File: src/rtl/alu_sequencer.sv
// alu_sequencer: multi-cycle operand fetch / execute / writeback sequencer
// wrapped around an external combinational 16-bit ALU. Owns an 8-entry
// register file, the A/B operand registers (B through a 1-bit shifter),
// and the C result and status registers.

module alu_sequencer #(
  parameter int k = 16
) (
  input  logic         clk,
  input  logic         reset,
  input  logic         start,
  input  logic [1:0]   opcode,
  input  logic [2:0]   rn,
  input  logic [2:0]   rm,
  input  logic [2:0]   rd,
  input  logic [1:0]   shift,
  input  logic         wr_en,
  input  logic [2:0]   wr_addr,
  input  logic [k-1:0] wr_data,
  input  logic [2:0]   rd_addr,
  output logic [k-1:0] rd_data,
  output logic [k-1:0] alu_ain,
  output logic [k-1:0] alu_bin,
  output logic [1:0]   alu_op,
  input  logic [k-1:0] alu_out,
  input  logic [2:0]   alu_status,
  output logic [k-1:0] c_q,
  output logic [2:0]   status_q,
  output logic         busy,
  output logic         done
);

  typedef enum logic [2:0] {
    IDLE,
    LOADA,
    LOADB,
    EXEC,
    WRITE
  } state_t;

  state_t      state;
  logic [k-1:0] regs [8];
  logic [k-1:0] a_q;
  logic [k-1:0] b_q;
  logic [1:0]   op_q;
  logic [2:0]   rn_q;
  logic [2:0]   rm_q;
  logic [2:0]   rd_q;
  logic [1:0]   shift_q;

  // B-path shifter: none, logical left, logical right, arithmetic right by one
  function automatic logic [k-1:0] shift_b(input logic [1:0] mode, input logic [k-1:0] x);
    logic [k-1:0] r;
    case (mode)
      2'b01:   r = {x[k-2:0], 1'b0};
      2'b10:   r = {1'b0, x[k-1:1]};
      2'b11:   r = {x[k-1], x[k-1:1]};
      default: r = x;
    endcase
    return r;
  endfunction

  // Sequencer FSM; busy/done are registered alongside the state so they track it exactly
  always_ff @(posedge clk) begin
    if (reset) begin
      for (int i = 0; i < 8; i++) regs[i] <= '0;
      a_q      <= '0;
      b_q      <= '0;
      c_q      <= '0;
      status_q <= '0;
      op_q     <= '0;
      rn_q     <= '0;
      rm_q     <= '0;
      rd_q     <= '0;
      shift_q  <= '0;
      busy     <= 1'b0;
      done     <= 1'b0;
      state    <= IDLE;
    end else begin
      done <= 1'b0;
      case (state)
        IDLE: begin
          if (wr_en) regs[wr_addr] <= wr_data;
          if (start) begin
            op_q    <= opcode;
            rn_q    <= rn;
            rm_q    <= rm;
            rd_q    <= rd;
            shift_q <= shift;
            busy    <= 1'b1;
            state   <= LOADA;
          end
        end
        LOADA: begin
          a_q   <= regs[rn_q];
          state <= LOADB;
        end
        LOADB: begin
          b_q   <= shift_b(shift_q, regs[rm_q]);
          state <= EXEC;
        end
        EXEC: begin
          c_q      <= alu_out;
          status_q <= alu_status;
          state    <= WRITE;
        end
        WRITE: begin
          regs[rd_q] <= c_q;
          done       <= 1'b1;
          busy       <= 1'b0;
          state      <= IDLE;
        end
        default: begin
          busy  <= 1'b0;
          state <= IDLE;
        end
      endcase
    end
  end

  // Debug read port and ALU operand drive come straight from registers
  assign rd_data = regs[rd_addr];
  assign alu_ain = a_q;
  assign alu_bin = b_q;
  assign alu_op  = op_q;

endmodule

File: config.mk
export PLATFORM = sky130hd
export DESIGN_NAME = alu_sequencer
export DESIGN_NICKNAME = d
export VERILOG_FILES = /design/src/rtl/alu_sequencer.sv
export SDC_FILE = /design/constraint.sdc
export NUM_CORES = 1
export LEC_CHECK = 0
export CORE_ASPECT_RATIO = 1.25
export CORE_MARGIN = 3
export CORE_UTILIZATION = 61
export CTS_CLUSTER_SIZE = 10
export DETAILED_ROUTE_END_ITERATION = 10
export HOLD_SLACK_MARGIN = 0.06
export PLACE_DENSITY = 0.9
export SLEW_MARGIN = 20
export SYNTH_ARGS = -nofsm -noshare
export SYNTH_HDL_FRONTEND = slang
export SYNTH_SLANG_ARGS = --single-unit
export TNS_END_PERCENT = 1
File: constraint.sdc
create_clock -name clk -period 5.25 [get_ports clk]
set_input_delay 1.575 -clock clk [delete_from_list [all_inputs] [get_ports clk]]
set_output_delay 1.575 -clock clk [all_outputs]
set_load 0.1 [all_outputs]
==> results.toml <==
[clocking]
cts_tree = "done"
htree_levels = 4
clockBufferDepth = 2
cts.hold.buffers_added = 0
cts_setup_buffers = 0
clock_latency_ns = 0.45
numClockSinks = 200
cts_resized = 0
cts.reportedPaths.clkPinSlew_ns = 0.06
cts_buffers = 17
root_buffer = "clkbuf_16"

[worst_hold_path]
worstHoldPathType = "register to register"

[power]
leakage_uw = 0.00417
pwr_density_cell_mw_per_mm2 = 325
max-vdd-ir-drop_uv = 221

[timing]
finalCritPeriodShare = 0.913
whs_ns = 0.468
maxSlewViolCount = 0
fin_ws_ns = 0.458
fmax_mhz = 209
worst_pin_slew_ns = 1.03
finalClockSkew_ns = 0.0179
finalHoldViolations = 0
tns_ns = 0
min_period_ns = 4.79
max-slew-margin-rel = 0.309
rsz0062_at_grt = "no"
setup_viol = 0

[synth]
syn_nets = 898
netlist.area_leader.share = 0.368
yosysMostFrequentCell = "nor2_1"
ys_warn_count = 0
yosysSeqAreaShare = 0.506
synth-edff-count = 128
muxShareOfSynthArea = 0.260
syn_inst = 840
ys_ff_latch = 200
yosys.area.top_type = "edfxtp_1"
synth_xor_area_frac = 0.000839
synth_flop_cell = "edfxtp_1"
async_reset_ff_frac = 0
syn-cell-area_mm2 = 0.0104
synth-simple-area-share = 0.124
synth_top_family_by_area = "multiplexers"
synth_area_leaders = "edfxtp_1 37%, mux4_2 16%, dfxtp_1 14%, mux2i_1 7.8%, nor2_1 5.6%"
yosys.cell_types.count = 34
avgSynthCellArea_um2 = 12.4
synth_common_cells = "156 x nor2_1, 128 x edfxtp_1, 81 x mux2i_1"
synth_compound_area_frac = 0.0742
synthAdderAreaFrac = 0

[setup_path]
crit_buf_inv = 3
path_delay_family = "buffers and inverters"
endpoint_kind = "primary output"
r2r.worst_path.cells = 6
crit_end = "rd_data[14]"
cpPeakStageDelay_ns = 0.52
r2r-start = "state[1]$_SDFFE_PP0P_"
crit_type = "primary input to primary output"
crit_slowest_cell = "clkdlybuf4s50_1"
crit_chain = "clkdlybuf4s50_1 -> buf_12 -> mux4_2 -> mux2_2 -> buf_12"
cpMostUsedCell = "buf_12"
r2r_slack_ns = 1.78
worstPathRequired_ns = 3.68
worst_setup_path_start_kind = "primary input"
cp-startpoint = "rd_addr[1]"
crit_arrival_ns = 3.22
cp.depth = 5
rr_endpoint = "regs[5][0]$_SDFFCE_PN0P_"
crit_fanout = 32

[grt]
overflow = 0
grt_max_degree = 77
antenna_found_initial = 0
grt_pass1_vias = 8352
gr-usage-all-layers = 0.321
grt_pass1_wl_um = 45400

[layout]
fin_nets = 997
drive_gt1_frac = 0.188
layout.cells.non_filler = 1167
post-route-util = 0.760
syn2layout_area_growth_pct = 19.9
antennaDiodeCount = 0

[drt]
wirelength_um = 29000
routed_via_density = 6.82
vias = 7957
drt_iter0_drc = 1031
route.detailed.drc = 0
ant_nets = 0
wl_per_cell_um = 24.9
dr.pass1.iters = 6

[floorplan]
die_area_mm2 = 0.0187
dieWidth_um = 123
rows = 52
initial_utilization = 0.634
die_y_um = 152
coreArea_mm2 = 0.0165
pin_count = 129

[placed_design]
dp_slack_ns = 0.470
place.gp.congestion = 0.866
io_buffer_count = 128
dpl.cell_count = 1136
dp_hpwl_um = 18900

[run_status]
status = "completed"

[flow_run]
cap_violations = 0
-- area by class of cell --
cell class,instances,area (um^2)
clock buffers,20,437
multi-input cells,571,4830
flip-flops and latches,200,5290
fillers,938,3950
well taps,216,270
clock inverters,11,76.3
repair buffers,149,1610
-- metrics by stage --
stage | instance area, um^2 | total power [uW]
floorplan | 10400 | 2590
global placement | 12000 | 2880
detailed placement | 12000 | 2900
CTS | 12500 | 4060
global route | 12500 | 4190
finish | 12500 | 4070
-- layer usage --
metal	GRT usage	routed length (um)	vias up
li1	-	-	3382
met1	0.389	9690	3754
met2	0.514	14100	682
met3	0.0969	3620	139
met4	0.174	1610	0
met5	0	0	-
-- sequential cells by signal, summed over array words and instances (netlist names), named ones only --
| name | cells |
|---|---|
| alu_ain | 16 |
| alu_bin | 16 |
| alu_op | 2 |
| busy | 1 |
| c_q | 16 |
| done | 1 |
| rd_q | 3 |
| regs | 128 |
| rm_q | 3 |
| rn_q | 3 |
| shift_q | 2 |
| state | 3 |
| status_q | 3 |
-- kinds of logic (layout without fill, tap and decap cells) --
kind of cell | Yosys count | count (layout)
flops | 200 | 200
xor+xnor | 1 | 1
mux | 178 | 178
compound gates | 117 | 117
buf+inv | 69 | 180
simple gates | 275 | 275
-- worst register-to-register path, delay by kind of cell (launching register included) --
family | cells | cell delay, ns
AND/OR/NAND/NOR | 3 | 1.42
multiplexers | 1 | 0.64
buffers and inverters | 2 | 0.57
flip-flops | 1 | 0.54
-- where the power goes --
group	leakage, uW	switching (uW)	internal (uW)	total [uW]
clock network	0.000248	579	604	1180
logic	0.00200	671	358	1030
registers	0.00191	98.5	1760	1860
total	0.00417	1350	2720	4070
-- layout by cell type (no fill, tap or decap), drive strengths merged, types with 2 or more instances in the layout --
cell type / instances
a31oi: 20
nor4b: 2
nand2b: 9
a21oi: 34
a311oi: 4
nand2: 65
mux2: 23
a22oi: 27
mux4: 72
nor2: 156
nand3b: 2
and2: 2
nand3: 24
clkinv: 7
nand4: 8
a211oi: 18
mux2i: 83
a32oi: 3
edfxtp: 128
o21bai: 10
clkdlybuf4s50: 110
buf: 39
inv: 3
clkbuf: 20
dfxtp: 72
nor2b: 3
-- how the worst min path moves through the flow --
stage / start / to / slack (ns) / cells past startpoint
floorplan: rm_q[0]$_SDFFE_PP0N_ / register / 0.44 / 2
global placement: status_q[0]$_SDFFE_PP0N_ / status_q[0]$_SDFFE_PP0N_ / 0.44 / 2
detailed placement: rn_q[0]$_SDFFE_PP0N_ / rn_q[0]$_SDFFE_PP0N_ / 0.46 / 2
CTS: rn_q[0]$_SDFFE_PP0N_ / rn_q[0]$_SDFFE_PP0N_ / 0.47 / 2
global route: rn_q[0]$_SDFFE_PP0N_ / rn_q[0]$_SDFFE_PP0N_ / 0.49 / 2
finish: rn_q[0]$_SDFFE_PP0N_ / rn_q[0]$_SDFFE_PP0N_ / 0.47 / 2
Note: power is estimated with default switching activity, not from simulation.
